`src/rtl/lite16_wb_pkg.sv`:
```
// -----------------------------------------------------------------------------
// lite16_wb_pkg
// Shared types and constants for the lite16 register writeback path.
//   REG_IDX_W  : width of a register index
//   DATA_W     : width of a register value
//   NUM_REGS   : number of architectural registers
//   wb_entry_t : one queued writeback {dst, data}
//   reg_onehot : index -> one-hot register mask
// -----------------------------------------------------------------------------
package lite16_wb_pkg;

  localparam int REG_IDX_W = 4;
  localparam int DATA_W    = 16;
  localparam int NUM_REGS  = 16;

  typedef logic [REG_IDX_W-1:0] reg_idx_t;
  typedef logic [DATA_W-1:0]    data_t;
  typedef logic [NUM_REGS-1:0]  reg_mask_t;

  typedef struct packed {
    reg_idx_t dst;
    data_t    data;
  } wb_entry_t;

  function automatic reg_mask_t reg_onehot(input reg_idx_t idx);
    reg_mask_t m;
    m      = '0;
    m[idx] = 1'b1;
    return m;
  endfunction

endpackage

```
`src/rtl/register_writeback_unit_if.sv`:
```
// -----------------------------------------------------------------------------
// register_writeback_unit_if
// Producer -> writeback unit result handshake.
//   in_valid : producer has a result this cycle
//   in_ready : unit can accept a result this cycle
//   in_wr    : result targets a register (0 = consume and discard)
//   in_dst   : destination register index
//   in_data  : result value
// Modports: master = producer, slave = writeback unit.
// -----------------------------------------------------------------------------
interface register_writeback_unit_if;

  logic                     in_valid;
  logic                     in_ready;
  logic                     in_wr;
  lite16_wb_pkg::reg_idx_t  in_dst;
  lite16_wb_pkg::data_t     in_data;

  modport master (output in_valid, in_wr, in_dst, in_data, input  in_ready);
  modport slave  (input  in_valid, in_wr, in_dst, in_data, output in_ready);

endinterface

```
`src/rtl/register_writeback_unit_wb_fifo.sv`:
```
// -----------------------------------------------------------------------------
// wb_fifo
// Circular queue of writeback entries with head/tail pointers and occupancy.
// Ports:
//   clk, rst    : clock, synchronous active-high reset
//   push_i      : write wdata_i at tail (ignored when full)
//   pop_i       : advance head (ignored when empty)
//   flush_i     : empty the queue at the edge; wins over push/pop
//   wdata_i     : entry to enqueue
//   head_o      : entry at head
//   count_o     : occupancy 0..DEPTH
//   slot_o      : all entries in age order, slot 0 = oldest (head)
//   slot_vld_o  : slot_o[k] holds a live entry
// -----------------------------------------------------------------------------
module wb_fifo
  import lite16_wb_pkg::*;
#(
  parameter  int DEPTH = 4,
  localparam int PTR_W = $clog2(DEPTH),
  localparam int CNT_W = $clog2(DEPTH + 1)
) (
  input  logic                   clk,
  input  logic                   rst,
  input  logic                   push_i,
  input  logic                   pop_i,
  input  logic                   flush_i,
  input  wb_entry_t              wdata_i,
  output wb_entry_t              head_o,
  output logic [CNT_W-1:0]       count_o,
  output wb_entry_t [DEPTH-1:0]  slot_o,
  output logic [DEPTH-1:0]       slot_vld_o
);

  localparam logic [CNT_W-1:0] FULL = CNT_W'(DEPTH);

  logic [PTR_W-1:0] head_q, head_d;
  logic [PTR_W-1:0] tail_q, tail_d;
  logic [CNT_W-1:0] count_q, count_d;
  wb_entry_t        mem_q [DEPTH];

  logic do_push;
  logic do_pop;

  assign do_push = push_i && (count_q != FULL) && !flush_i;
  assign do_pop  = pop_i  && (count_q != '0)   && !flush_i;

  // Pointers are PTR_W bits wide and DEPTH is a power of two, so the
  // increment wraps modulo DEPTH on its own.
  // NOTE: every _d gets its hold value first so no path leaves it unassigned
  // and no latch is inferred.
  always_comb begin
    head_d  = head_q;
    tail_d  = tail_q;
    count_d = count_q;
    if (flush_i) begin
      head_d  = '0;
      tail_d  = '0;
      count_d = '0;
    end else begin
      if (do_push) tail_d = tail_q + 1'b1;
      if (do_pop)  head_d = head_q + 1'b1;
      unique case ({do_push, do_pop})
        2'b10:   count_d = count_q + 1'b1;
        2'b01:   count_d = count_q - 1'b1;
        default: count_d = count_q;
      endcase
    end
  end

  // NOTE: non-blocking assignments so every flop samples pre-edge values,
  // independent of process ordering.
  always_ff @(posedge clk) begin
    if (rst) begin
      head_q  <= '0;
      tail_q  <= '0;
      count_q <= '0;
    end else begin
      head_q  <= head_d;
      tail_q  <= tail_d;
      count_q <= count_d;
    end
  end

  // NOTE: storage has no reset; count_q alone decides which slots are live,
  // so stale contents are never observed.
  always_ff @(posedge clk) begin
    if (do_push) mem_q[tail_q] <= wdata_i;
  end

  assign head_o  = mem_q[head_q];
  assign count_o = count_q;

  // Age-ordered view for the scoreboard and forwarding logic.
  always_comb begin
    for (int k = 0; k < DEPTH; k++) begin
      slot_o[k]     = mem_q[head_q + PTR_W'(k)];
      slot_vld_o[k] = CNT_W'(k) < count_q;
    end
  end

endmodule

```
`src/rtl/register_writeback_unit.sv`:
```
// -----------------------------------------------------------------------------
// register_writeback_unit
// Queues producer results and drains one per cycle into the register file.
// Ports:
//   clk, rst          : clock, synchronous active-high reset
//   in_if (slave)     : result handshake (in_valid/in_ready/in_wr/in_dst/in_data)
//   hold              : register-file write port busy this cycle, stall drain
//   flush             : discard all queued results at the edge
//   r, en             : register-file write data and one-hot write enable
//   busy              : per-register "pending write queued" mask
//   fwd_sel_a/b       : forwarding lookup indices
//   fwd_hit_a/b       : lookup matched a queued entry
//   fwd_data_a/b      : value of the youngest matching entry
// Configuration: define WB_FORWARD_EN to enable forwarding; otherwise the
// forwarding outputs are tied to zero.
// -----------------------------------------------------------------------------
module register_writeback_unit
  import lite16_wb_pkg::*;
#(
  parameter int DEPTH = 4  // power of two, 2..16
) (
  input  logic                        clk,
  input  logic                        rst,
  register_writeback_unit_if.slave    in_if,
  input  logic                        hold,
  input  logic                        flush,
  output data_t                       r,
  output reg_mask_t                   en,
  output reg_mask_t                   busy,
  input  reg_idx_t                    fwd_sel_a,
  input  reg_idx_t                    fwd_sel_b,
  output logic                        fwd_hit_a,
  output logic                        fwd_hit_b,
  output data_t                       fwd_data_a,
  output data_t                       fwd_data_b
);

  localparam int               CNT_W = $clog2(DEPTH + 1);
  localparam logic [CNT_W-1:0] FULL  = CNT_W'(DEPTH);

  wb_entry_t             head;
  logic [CNT_W-1:0]      count;
  wb_entry_t [DEPTH-1:0] slot;
  logic [DEPTH-1:0]      slot_vld;

  logic accept;
  logic push;
  logic drain;

  // Readiness looks only at the pre-edge count: a pop from a full queue
  // frees the slot for the next cycle, not this one.
  assign in_if.in_ready = !rst && !flush && (count != FULL);
  assign accept         = in_if.in_valid && in_if.in_ready;
  // Accepted results with in_wr = 0 are consumed without entering the queue.
  assign push           = accept && in_if.in_wr;

  // The register file captures r/en on the same edge the head pops.
  assign drain = !rst && !flush && !hold && (count != '0);
  assign en    = drain ? reg_onehot(head.dst) : '0;
  assign r     = drain ? head.data : '0;

  wb_fifo #(.DEPTH(DEPTH)) u_fifo (
    .clk        (clk),
    .rst        (rst),
    .push_i     (push),
    .pop_i      (drain),
    .flush_i    (flush),
    .wdata_i    ('{dst: in_if.in_dst, data: in_if.in_data}),
    .head_o     (head),
    .count_o    (count),
    .slot_o     (slot),
    .slot_vld_o (slot_vld)
  );

  always_comb begin
    busy = '0;
    if (!rst) begin
      for (int k = 0; k < DEPTH; k++) begin
        if (slot_vld[k]) busy |= reg_onehot(slot[k].dst);
      end
    end
  end

`ifdef WB_FORWARD_EN
  // Slots run oldest to youngest, so the last match is the youngest entry.
  always_comb begin
    fwd_hit_a  = 1'b0;
    fwd_hit_b  = 1'b0;
    fwd_data_a = '0;
    fwd_data_b = '0;
    if (!rst) begin
      for (int k = 0; k < DEPTH; k++) begin
        if (slot_vld[k] && (slot[k].dst == fwd_sel_a)) begin
          fwd_hit_a  = 1'b1;
          fwd_data_a = slot[k].data;
        end
        if (slot_vld[k] && (slot[k].dst == fwd_sel_b)) begin
          fwd_hit_b  = 1'b1;
          fwd_data_b = slot[k].data;
        end
      end
    end
  end
`else
  logic unused_fwd;
  assign unused_fwd = ^{fwd_sel_a, fwd_sel_b};
  assign fwd_hit_a  = 1'b0;
  assign fwd_hit_b  = 1'b0;
  assign fwd_data_a = '0;
  assign fwd_data_b = '0;
`endif

endmodule

```
`src/flat_wrapper.sv`:
```
// flat-port wrapper written by rule: the top's interface ports become plain ports
module register_writeback_unit_flat import lite16_wb_pkg::*;
#(
  parameter int DEPTH = 4                        
)
  (clk, rst, hold, flush, r, en, busy, fwd_sel_a, fwd_sel_b, fwd_hit_a, fwd_hit_b, fwd_data_a, fwd_data_b, in_if_in_valid, in_if_in_wr, in_if_in_dst, in_if_in_data, in_if_in_ready);
  register_writeback_unit_if in_if_i ();
  input  logic clk;
  input  logic rst;
  input  logic hold;
  input  logic flush;
  output data_t r;
  output reg_mask_t en;
  output reg_mask_t busy;
  input  reg_idx_t fwd_sel_a;
  input  reg_idx_t fwd_sel_b;
  output logic fwd_hit_a;
  output logic fwd_hit_b;
  output data_t fwd_data_a;
  output data_t fwd_data_b;
  input wire logic [$bits(in_if_i.in_valid)-1:0] in_if_in_valid;
  input wire logic [$bits(in_if_i.in_wr)-1:0] in_if_in_wr;
  input wire logic [$bits(in_if_i.in_dst)-1:0] in_if_in_dst;
  input wire logic [$bits(in_if_i.in_data)-1:0] in_if_in_data;
  output wire logic [$bits(in_if_i.in_ready)-1:0] in_if_in_ready;
  assign in_if_i.in_valid = in_if_in_valid;
  assign in_if_i.in_wr = in_if_in_wr;
  assign in_if_i.in_dst = in_if_in_dst;
  assign in_if_i.in_data = in_if_in_data;
  assign in_if_in_ready = in_if_i.in_ready;
  register_writeback_unit #(.DEPTH(DEPTH)) u_core (.clk(clk), .rst(rst), .in_if(in_if_i), .hold(hold), .flush(flush), .r(r), .en(en), .busy(busy), .fwd_sel_a(fwd_sel_a), .fwd_sel_b(fwd_sel_b), .fwd_hit_a(fwd_hit_a), .fwd_hit_b(fwd_hit_b), .fwd_data_a(fwd_data_a), .fwd_data_b(fwd_data_b));
endmodule
```
`config.mk`:
```
export PLATFORM = sky130hd
export DESIGN_NAME = register_writeback_unit_flat
export DESIGN_NICKNAME = d
export VERILOG_FILES = /design/src/rtl/lite16_wb_pkg.sv /design/src/rtl/register_writeback_unit_if.sv /design/src/rtl/register_writeback_unit_wb_fifo.sv /design/src/rtl/register_writeback_unit.sv /design/src/flat_wrapper.sv
export SDC_FILE = /design/constraint.sdc
export NUM_CORES = 1
export LEC_CHECK = 0
export ABC_AREA = 1
export CAP_MARGIN = 20
export CORE_MARGIN = 2
export CORE_UTILIZATION = 64
export DETAILED_ROUTE_END_ITERATION = 8
export DONT_BUFFER_PORTS = 1
export PLACE_DENSITY = 0.87
export SYNTH_ARGS = -nofsm -noshare
export SYNTH_HDL_FRONTEND = slang
export SYNTH_SLANG_ARGS = --single-unit
```
`constraint.sdc`:
```
create_clock -name clk -period 3.7 [get_ports clk]
set_clock_uncertainty 0.2 [all_clocks]
set_input_delay 0.74 -clock clk [delete_from_list [all_inputs] [get_ports clk]]
set_output_delay 0.74 -clock clk [all_outputs]
set_load 0.05 [all_outputs]
```
---- Yosys cells after proc, flatten, opt, wreduce, memory -nomap -nowiden ----
Memory sizes are Yosys's and may differ from the RTL's. A register that Yosys moved wholly into a read port is not among the register bits.
Cells that the tools add are included.
storage, ports and cells
  input port bits ......................... 34
  RAM bits ................................ 80
  memories kept ........................... 1
  logic and storage cells ................. 71
  output and inout port bits .............. 83
  flip-flop bits (word level) ............. 7
cells by class
  eq/ne operators ......................... 3
  reductions and logical operators ........ 20
  multiplexer cells ....................... 23
  bitwise operators ....................... 3
  $lt $le $gt $ge ......................... 12
  add/sub/neg operators ................... 6
memories
  name                 words  width  rd ports  clocked after Yosys merged registers in  write ports  RTL line                               RTL
  u_core.u_fifo.mem_q  4      20     4         1                                        1            register_writeback_unit_wb_fifo.sv:39  wb_entry_t mem_q [DEPTH];
operators by type and width
  cell                   count
  $mux W16               10
  $or A16 B16 Y16        3
  $lt A4 B5 Y1 const B   4
  $demux W1 S4           4
  $ge A4 B1 Y1 const B   4
  $logic_and A1 B1 Y1    14
  $lt A1 B3 Y1 const A   2
  $lt A2 B3 Y1 const A   2
  $mux W1                6
  $pmux W3 S2            1
  $add A2 B1 Y2 const B  2
  $add A2 B2 Y2 const B  2
  $mux W2                2
  $add A3 B1 Y3 const B  1
  $logic_not A1 Y1       3
  $ne A3 B3 Y1 const B   1
  $reduce_bool A3 Y1     1
  $sub A3 B1 Y3 const B  1
  $eq A2 B1 Y1 const B   1
  $eq A2 B2 Y1 const B   1
  $reduce_bool A2 Y1     1
  $reduce_or A2 Y1       1

---- Depth between registers and ports, before layout ----
Gate-level depths: netlist of the first run.
  word-level depth ........................ 15
  gate-level depth with buffers ........... 13

---- Modules after synthesis ----
From an unflattened synthesis of the first run, not the netlist that was laid out.
second synthesis, totals
  cells, all modules ...................... 911
  area, all modules ....................... 6470.0 um^2
modules (own cells, without submodules)
  module                   times used  cells each  sequential area each (um^2)  area each (um^2)
  wb_fifo                  1           608         2582.5                       5094.9
  register_writeback_unit  1           303         0.0                          1375.1

---- Worst setup path before layout of the first run ----
Ideal clock, no wire load.
  path type ............................... input to output
  start ................................... in rst
  end ..................................... out en[1]
  stages .................................. 7
  path buffers ............................ 2
  arrival time ............................ 2981 ps
  path slack .............................. -221 ps
  data required time ...................... 2760 ps
  cells stage by stage .................... buf_2 > nor2_4 > inv_2 > nor3_4 > inv_2 > buf_2 > nor4_1
between the ends
  word-level cells in the longest chain between the ends .. 5
RTL lines
  item                               RTL line                       RTL
  start: declaration                 flat_wrapper.sv:9              input logic rst;
  $logic_not A1 Y1                   register_writeback_unit.sv:58  assign drain = !rst && !flush && !hold && (count != '0);
  $logic_and A1 B1 Y1 (3 in series)  register_writeback_unit.sv:58
  $mux W16                           register_writeback_unit.sv:59  assign en = drain ? reg_onehot(head.dst) : '0;
  end: declaration                   flat_wrapper.sv:13             output reg_mask_t en;
No other way between the ends.

---- Final worst setup path of the first run ----
  start ................................... reg u_core.u_fifo.head_q[0]
  end ..................................... out busy[13]
between the ends
  word-level cells in the longest chain between the ends .. 15
RTL lines
  item                                                                RTL line                               RTL
  start: declaration                                                  register_writeback_unit_wb_fifo.sv:36  logic [PTR_W-1:0] head_q, head_d;
  start signal: assignment                                            register_writeback_unit_wb_fifo.sv:74  head_q <= '0;
  start signal: assignment                                            register_writeback_unit_wb_fifo.sv:78  head_q <= head_d;
  $add A2 B1 Y2                                                       register_writeback_unit_wb_fifo.sv:96  slot_o[k] = mem_q[head_q + PTR_W'(k)];
  $mem_v2 Z4 W20 *                                                    -
  $lt A4 B5 Y1 (not written as such) or $ge A4 B1 Y1 (tied branches)  lite16_wb_pkg.sv:28                    m[idx] = 1'b1;
  $logic_and A1 B1 Y1 (not written as such)                           lite16_wb_pkg.sv:28
  $mux W1 (not written as such)                                       lite16_wb_pkg.sv:28
  $demux W1 S4                                                        -
  $or A16 B16 Y16                                                     register_writeback_unit.sv:79          if (slot_vld[k]) busy |= reg_onehot(slot[k].dst);
  $mux W16                                                            register_writeback_unit.sv:79
  $mux W16                                                            register_writeback_unit.sv:77          if (!rst) begin
  $or A16 B16 Y16                                                     register_writeback_unit.sv:79
  $mux W16                                                            register_writeback_unit.sv:79
  $mux W16                                                            register_writeback_unit.sv:77
  $or A16 B16 Y16                                                     register_writeback_unit.sv:79
  $mux W16 *                                                          register_writeback_unit.sv:79
  $mux W16 *                                                          register_writeback_unit.sv:77
  end: declaration                                                    flat_wrapper.sv:14                     output reg_mask_t busy;
Every way passes the cells marked *; elsewhere a longest branch is shown, timed or not. The select of a mux whose other input is x is not followed.

==> results.py, run 1 <==
metrics = {
    "setup_path": {
        "reg2reg_slack_ns": 0.98,
        "cp-start-kind": "register",
        "r2r_cells": 12,
        "cp.arrival_ns": 2.49,
        "path_depth": 13,
        "crit_fanout": 27,
        "crit_end": "busy[13]",
        "critPathSlowestCell": "dfxtp_1",
        "cp-end-kind": "output pin",
        "reg2reg_from": "u_core.u_fifo.count_o[0]$_SDFFE_PP0P_",
        "worstPathRequired_ns": 2.76,
        "crit_chain": "buf_12, inv_6, nand2_1, nand2_4, nand2_1, nand2_1, inv_1, nor2_1, nand2_1, nand2_1, nor2_1, nor2_1, buf_4",
        "worstReg2RegEnd": "u_core.u_fifo.count_o[2]$_SDFFE_PP0P_",
        "crit_top_cell": "nand2_1",
        "cpLargestDelayFamily": "simple AND/OR/NAND/NOR gates",
        "crit_start": "u_core.u_fifo.head_q[0]$_SDFFE_PP0P_",
        "worstSetupPathType": "reg -> out",
        "cp_num_buf_inv": 4,
        "max_stage_delay_ns": 0.42,
    },
    "place": {
        "io_buffers": 0,
        "dpl.hpwl_um": 9515,
        "gp_congestion": 0.9035,
    },
    "sta": {
        "post-route-min-period_ns": 3.427,
        "slew_headroom": 0.5446,
        "rsz0062_at_grt": "false",
        "fmax_ghz": 0.2918,
        "finalSetupTns_ns": 0,
        "setup_viol": 0,
        "tightest_slew_ns": 0.6822,
        "final_max_slew_viol_count": 0,
        "min_period_over_period": 0.9263,
        "finalHoldViolations": 0,
    },
    "min_path": {
        "hold_path_startpoint": "in_if_in_data[14]",
        "hold_class": "in -> reg",
    },
    "drt": {
        "post_drt_wl_per_cell_um": 14.75,
        "firstDrtPassIters": 5,
        "wl_um": 13170,
        "drtIter0Drc": 309,
        "vias": 4866,
        "ant_nets": 0,
        "vias_per_cell": 5.449,
        "drc_errors": 0,
    },
    "grt": {
        "grt_pass1_vias": 4677,
        "grt_pass1_wl_um": 21510,
        "grt_overflow": 0,
        "grt_antenna_before_repair": 0,
        "track_usage": 0.2809,
        "grt_max_degree": 36,
    },
    "floorplanning": {
        "coreArea_sq_mm": 0.008636,
        "rows": 34,
        "die_y_um": 97.77,
        "io_pins": 117,
        "die_area_sq_mm": 0.009558,
        "start_util": 0.6516,
        "die_x_um": 97.77,
    },
    "logic_synthesis": {
        "yosysWarnings": 0,
        "yosysMostFrequentCell": "nand2_1",
        "seq_area_frac_synth": 0.4590,
        "synth.distinct_cells": 27,
        "synth_edf_count": 80,
        "yosys-top-cells-area": "edfxtp_1 43%, nand2_1 15%, nor2_1 8.2%",
        "synth_largest_area_cell": "edfxtp_1",
        "synth_commonest_cells": "232 x nand2_1, 123 x nor2_1, 80 x edfxtp_1, 50 x nand3_1, 43 x o21ai_0",
        "synthFlopType": "edfxtp_1",
        "syn_inst": 739,
        "synth_area_sq_mm": 0.005627,
        "synth_top_area_share": 0.4270,
        "synth-seq-cells": 89,
        "avgSynthCellArea_sq_um": 7.614,
        "synth-async-reset-ratio": 0,
    },
    "clock_network": {
        "cts_max_level": 3,
        "cts_hold_buf": 0,
        "clk_pin_slew_ns": 0.09,
        "cts-root-buf": "clkbuf_8",
        "cts_tree": "built",
        "insertion_delay_ns": 0.36,
        "numCtsBuffers": 9,
        "cts_buffer_depth": 2,
        "numClockSinks": 89,
    },
    "power": {
        "power.density_mw_per_mm2": 303.4,
        "cellLeakagePower_uw": 0.002781,
        "irDropWorstVdd_mv": 0.4032,
    },
    "flow_run": {
        "maxCapViolations": 0,
    },
    "run_status": {
        "status": "completed",
    },
    "final_layout": {
        "antenna_cells": 0,
        "drive_above_1_share": 0.1809,
        "layout.nets": 823,
        "syn_to_final_growth_pct": 9.540,
        "post-route-util": 0.7137,
    },
}
-- per-stage QoR --
stage	cells	power [uW]	setup slack (ns)	hold WS (ns)	area [sq um]
6_report	893	1870	0.2726	0.2668	6163
2_1_floorplan	772	1268	-0.2208	0.2897	5751
3_3_place_gp	877	1248	0.5853	0.3011	5957
4_1_cts	893	1877	0.1488	0.2549	6157
5_1_grt	893	1919	0.03621	0.2520	6163
3_5_place_dp	877	1250	0.5946	0.3411	5957
-- where the power goes --
group | total (uW) | leakage [uW] | switching, uW | internal [uW]
Clock | 641 | 0.000103 | 372 | 269
Sequential | 1100 | 0.000794 | 3.10 | 1100
Combinational | 127 | 0.00188 | 114 | 13.3
-- sequential cells by signal, indices dropped and copies added, names as in the netlist, named ones only --
register	flops
u_core.u_fifo.tail_q	2
u_core.u_fifo.count_o	3
u_core.u_fifo.mem_q	80
u_core.u_fifo.head_q	2
-- repair_timing --
item | in CTS | in global routing
setup endpoints to repair | 0 | 7
resized for setup | 0 | 2
hold endpoints to repair | 0 | 0
buffers inserted | 0 | 0
-- layer usage --
metal,global-route usage,up-vias,part of all wire
met5,0,-,0
met4,0.1442,0,0.040
met3,0.05583,43,0.070
met2,0.5178,232,0.52
met1,0.3053,2202,0.37
li1,-,2389,-
-- cell type report --
type / count / area, sq um
flip-flops and latches: 89 / 2584
multi-input cells: 568 / 2584
fillers: 623 / 2472
repair buffers: 59 / 455.4
inverters: 53 / 205.2
well taps: 108 / 135.1
clock buffers: 9 / 123.9
clock inverters: 7 / 76.32
-- placed cells by master (no fill, tap or decap), types with 8 or more instances in the layout --
master	synthesis	layout
o21ai_0	43	43
ha_1	9	9
nand2_1	232	232
inv_2	10	10
inv_1	41	41
conb_1	1	34
nand3_1	50	50
nor2_1	123	119
dfxtp_1	9	8
nand2_2	15	14
a21oi_1	24	24
nor2_2	22	26
clkbuf_8	0	9
buf_4	35	58
edfxtp_1	80	80
-- worst register-to-register path, delay by kind of cell, from the launching register on --
family,cells,cell delay (ns)
buffers and inverters,4,0.46
AND/OR/NAND/NOR,2,0.46
flip-flops,1,0.43
AO/OA/AOI/OAI,4,0.39
adder cells (fa/ha/maj),2,0.68
-- cells by family (layout without fill, tap and decap cells) --
group / after synthesis / in the layout / share of synthesized area
simple gates: 456 / 456 / 0.3445
buf+inv: 115 / 128 / 0.1132
flops: 89 / 89 / 0.4590
compound gates: 67 / 67 / 0.05960
fa+ha+maj: 9 / 9 / 0.02001
xor+xnor: 2 / 2 / 0.003114
other cells: 1 / 34 / 0.0006665
-- worst min path at each step --
stage	endpoint	depth (start not counted)
6_report	u_core.u_fifo.mem_q[1][14]$_DFFE_PP_	0
5_1_grt	u_core.u_fifo.mem_q[1][14]$_DFFE_PP_	0
4_1_cts	u_core.u_fifo.mem_q[0][15]$_DFFE_PP_	0
3_5_place_dp	u_core.u_fifo.tail_q[1]$_SDFFE_PP0P_	2
3_3_place_gp	u_core.u_fifo.tail_q[1]$_SDFFE_PP0P_	2
2_1_floorplan	u_core.u_fifo.tail_q[1]$_SDFFE_PP0P_	2
Note: power is estimated with default switching activity, not from simulation.
==> run 2: changes to the inputs <==
Settings changed: CORE_MARGIN 2 to 3.
==> results.py, run 2 (synthesis results as in run 1) <==
metrics = {
    "setup_path": {
        "crit_chain": "inv_2, nand2_1, nand2_2, nand2_1, nand2_1, nor2_2, nand3_1, nand2_1, nor2_1, nor2_1, buf_4",
        "cpLargestDelayFamily": "simple AND/OR/NAND/NOR gates",
        "cp.arrival_ns": 2.52,
        "crit_fanout": 14,
        "worstSetupPathType": "reg -> out",
        "cp_num_buf_inv": 2,
        "cp-start-kind": "register",
        "max_stage_delay_ns": 0.63,
        "critPathSlowestCell": "dfxtp_1",
        "cp-end-kind": "output pin",
        "crit_top_cell": "nand2_1",
        "worstPathRequired_ns": 2.76,
    },
    "sta": {
        "fmax_ghz": 0.2892,
        "setup_viol": 0,
        "min_period_over_period": 0.9346,
        "final_max_slew_viol_count": 0,
        "whs_ns": 0.2781,
        "post-route-min-period_ns": 3.458,
        "slew_headroom": 0.5370,
        "finalHoldViolations": 0,
        "tightest_slew_ns": 0.6936,
        "rsz0062_at_grt": "false",
    },
    "floorplanning": {
        "die_x_um": 99.77,
        "io_pins": 117,
        "coreArea_sq_mm": 0.008382,
        "die_y_um": 99.77,
        "die_area_sq_mm": 0.009953,
        "rows": 33,
        "start_util": 0.6713,
    },
    "final_layout": {
        "stdcell_count": 891,
        "final_cell_mix": "232 x nand2_1, 119 x nor2_1, 80 x edfxtp_1, 60 x buf_4, 50 x nand3_1",
        "layout_commonest_cell": "nand2_1",
        "drive_above_1_share": 0.1807,
        "top_register": "u_core.u_fifo.mem_q",
        "layout.nets": 824,
        "stdcell_area_sq_mm": 0.006125,
        "fillCellCount": 598,
        "syn_to_final_growth_pct": 8.850,
        "largest_reg_flops": 80,
        "antenna_cells": 0,
    },
    "min_path": {
        "hold_class": "in -> reg",
    },
    "grt": {
        "grt_max_degree": 36,
        "track_usage": 0.2952,
        "grt_antenna_before_repair": 0,
        "grt_overflow": 0,
        "grt_pass1_wl_um": 22940,
        "grt_pass1_vias": 4745,
    },
    "drt": {
        "firstDrtPassIters": 5,
        "vias_per_cell": 5.574,
        "drtIter0Drc": 363,
        "post_drt_wl_per_cell_um": 16.11,
        "vias": 4966,
        "ant_nets": 0,
        "wl_um": 14350,
        "drc_errors": 0,
    },
    "clock_network": {
        "cts-root-buf": "clkbuf_8",
        "cts_tree": "built",
        "cts_max_level": 3,
        "numClockSinks": 89,
        "insertion_delay_ns": 0.34,
        "cts_setup_buffers": 0,
        "numCtsBuffers": 9,
        "clk_pin_slew_ns": 0.10,
        "cts_buffer_depth": 2,
    },
    "place": {
        "place_area_sq_mm": 0.005948,
        "gp_congestion": 0.8990,
        "dpl.hpwl_um": 9809,
        "dp.cells": 875,
        "io_buffers": 0,
    },
    "power": {
        "irDropWorstVdd_mv": 0.4112,
        "cellLeakagePower_uw": 0.002768,
        "total_power_uw": 1820,
        "power.density_mw_per_mm2": 297.1,
    },
    "run_status": {
        "status": "completed",
    },
    "flow_run": {
        "maxCapViolations": 0,
    },
}
## run 2: routing by layer
| metal | share of wire | global-route usage | vias up |
|---|---|---|---|
| li1 | - | - | 2385 |
| met4 | 0.039 | 0.1639 | 0 |
| met2 | 0.53 | 0.5198 | 272 |
| met1 | 0.36 | 0.3441 | 2266 |
| met5 | 0 | 0 | - |
| met3 | 0.074 | 0.04208 | 43 |
## run 2: through the flow
stage	TNS (ns)	util	worst slack (ns)
finish	0	0.7307	0.2419
global route	0	0.7307	0.03407
CTS	0	0.7306	0.1115
detailed placement	0	0.7097	0.5098
global placement	0	0.7097	0.5413
floorplan	-0.9915	-	-0.2208
## run 2: power by group
part,switching (uW),leakage [uW],internal [uW]
clock network,340,0.0000880,249
registers,3.36,0.000794,1100
logic,116,0.00189,13.3
## run 2: worst reg2reg max path: stages (launching register included)
cell and delay, ns:
dfxtp_1 0.44, inv_1 0.12, ha_1 0.21, inv_1 0.07, o21ai_0 0.10, inv_1 0.08, buf_4 0.19, nand3_1 0.37
ha_1 0.49, nor2_1 0.12, o21ai_0 0.10, o21ai_0 0.15, a21oi_1 0.05
## run 2: cell type report
class / count / area [sq um] / share of cell area
Sequential cell: 89 / 2584 / 0.4219
Multi-Input combinational cell: 568 / 2579 / 0.4210
Timing Repair Buffer: 60 / 450.4 / 0.07354
Inverter: 53 / 205.2 / 0.03350
Tap cell: 105 / 131.4 / 0.02145
Clock buffer: 9 / 123.9 / 0.02022
Clock inverter: 7 / 51.30 / 0.008376
## run 2: path summary, 6_finish.rpt
check,slack [ns],cells past startpoint,from,end
worst min-delay path,0.28,0,in_if_in_data[8],u_core.u_fifo.mem_q[1][8]$_DFFE_PP_
worst max register to register,0.92,12,u_core.u_fifo.count_o[0]$_SDFFE_PP0P_,u_core.u_fifo.count_o[2]$_SDFFE_PP0P_
worst min register to register,0.36,2,u_core.u_fifo.tail_q[1]$_SDFFE_PP0P_,u_core.u_fifo.tail_q[1]$_SDFFE_PP0P_
worst max-delay path,0.24,11,u_core.u_fifo.head_q[1]$_SDFFE_PP0P_,busy[8]
## run 2: timing repair
action,in CTS,in global routing
hold buffers,0,0
resized for setup,0,1
setup endpoints to repair,0,15
endpoints found under the hold margin,0,0
==> RTL change: new RTL, flow settings as in run 2 <==
Set the package constant `NUM_REGS` to 8 (it was 16).
--- a/src/rtl/lite16_wb_pkg.sv
+++ b/src/rtl/lite16_wb_pkg.sv
@@ -12,5 +12,5 @@
   localparam int REG_IDX_W = 4;
   localparam int DATA_W    = 16;
-  localparam int NUM_REGS  = 16;
+  localparam int NUM_REGS  = 8;
 
   typedef logic [REG_IDX_W-1:0] reg_idx_t;
Interface: changed (resized busy and en); port bits go from 117 to 101. The function was not compared with the original's and may differ.
==> RTL change against run 2 <==
- cell area fell by 14%
- critical endpoint is now en[5]
- synthesized area fell by 14%
- highest routed layer unchanged
- wire length fell by 28%
- total power rose by 4.1%
- utilization fell by 0.96 points
- sequential cell count did not move
- synthesized cell count fell by 23%
- worst setup slack improved by 0.11 ns
==> RTL change: results (changes against run 2) <==
stage,metric,value,unit,change
placed_design,dp_cells,689,,-21%
cts,htreeDepth,3,,unchanged
grt,grt_usage,24.2,%,-5.3 points
finish,nFillCells,513,,-14%
pwr,leakage,2.27,nW,-18%
worst_setup_path,worst_path_dominant_cell_family,simple AND/OR/NAND/NOR gates,,
placed_design,postPlaceCellArea,5080,um2,-15%
drt,dr.pass1.iters,7,,+2
placed_design,gp_congestion,0.842,,-6.3%
worst_setup_path,rr_worst_depth,11,,-1
yosys,synth_common_cells,"nand2_1 (159), nor2_1 (108), edfxtp_1 (80), o21ai_0 (43), buf_4 (36)",,
grt,grt_pass1_vias,3661,,-23%
yosys,synth_compound_area_share,7.10,%,+1.1 points
finish,drive_above_1_share,15.0,%,-3.0 points
sta,max-slew-margin-rel,60.0,%,+6.3 points
cts,cts_setup_buffers,0,,unchanged
placed_design,place_hpwl,6880,um,-30%
yosys,synth_xor_xnor_area_share,0.360,%,+0.049 points
yosys,avgSynthCellArea,8.53,um2,+12%
finish,nets,644,,-22%
cts,clock-root-buffer,clkbuf_8,,
yosys,yosys.area_share.adder,2.32,%,+0.31 points
placed_design,dp_slack,0.640,ns,+0.130 ns
grt,grt_pass1_wl,16300,um,-29%
pwr,powerClk,0.000678,W,+15%
worst_setup_path,arrival,2.41,ns,-0.11 ns
drt,route.met3.wl,787,um,-26%
hold_path,min_to,u_core.u_fifo.mem_q[1][0],,
yosys,ys_seq_area_share,53.1,%,+7.2 points
worst_setup_path,r2r_end,u_core.u_fifo.count_o[2],,
worst_setup_path,r2r-start,u_core.u_fifo.count_o[0],,
hold_path,hold_start,in_if_in_data[0],,
status,outcome,"finished, final reports clean",,
drt,first_iter_violations,300,,-17%
yosys,ys.flop_type,edfxtp_1,,
sta,timing.hold.ws,0.272,ns,-0.00610 ns
drt,viasPerCell,5.41,,-2.9%
drt,wirelength,10400,um,-28%
pwr,p_sw,0.000463,W,+0.79%
pwr,p_comb,0.000116,W,-10%
yosys,synthTopCellsByArea,"edfxtp_1 (49%), nand2_1 (12%), nor2_1 (8.3%)",,
drt,wl_met1,3820,um,-26%
finish,diodes,0,,unchanged
worst_setup_path,crit_path_end,en[5],,
worst_setup_path,regToRegSetupSlack,0.66,ns,-0.26 ns
pwr,peakVddDrop,0.367,mV,-11%
drt,vias,3816,,-23%
cts,clk-insertion-delay-late,0.35,ns,
grt,grt_max_degree,41,,+14%
pwr,swShare,24.4,%,-0.81 points
worst_setup_path,cp_max_fo,12,,-2
grt,antenna_found_initial,0,,unchanged
drt,wl_met2,5520,um,-27%
-- RTL change: cell types whose count changed in the layout (fill, tap and decap cells not counted), moves of 4 or more --
cell	change
nand2_1	-73
nand3_1	-30
buf_4	-20
nor2_2	-17
inv_1	-15
nor2_1	-15
nand2_2	-9
nor2_4	-4
-- RTL change: area by class of cell --
cell class / instances / area, um2 / area share, %
clock buffer: 10 / 128 / 2.41
clock inverter: 6 / 75.1 / 1.42
inverter: 35 / 131 / 2.49
multi-input combinational: 426 / 1950 / 36.8
sequential: 89 / 2580 / 48.9
tap: 99 / 124 / 2.34
timing repair buffer: 40 / 300 / 5.68
-- RTL change: routing by layer --
metal | up-vias | track usage [%]
li1 | 1847 | -
met1 | 1750 | 26.7
met4 | 0 | 11.1
met5 | - | 0
met3 | 28 | 5.47
met2 | 191 | 44.2
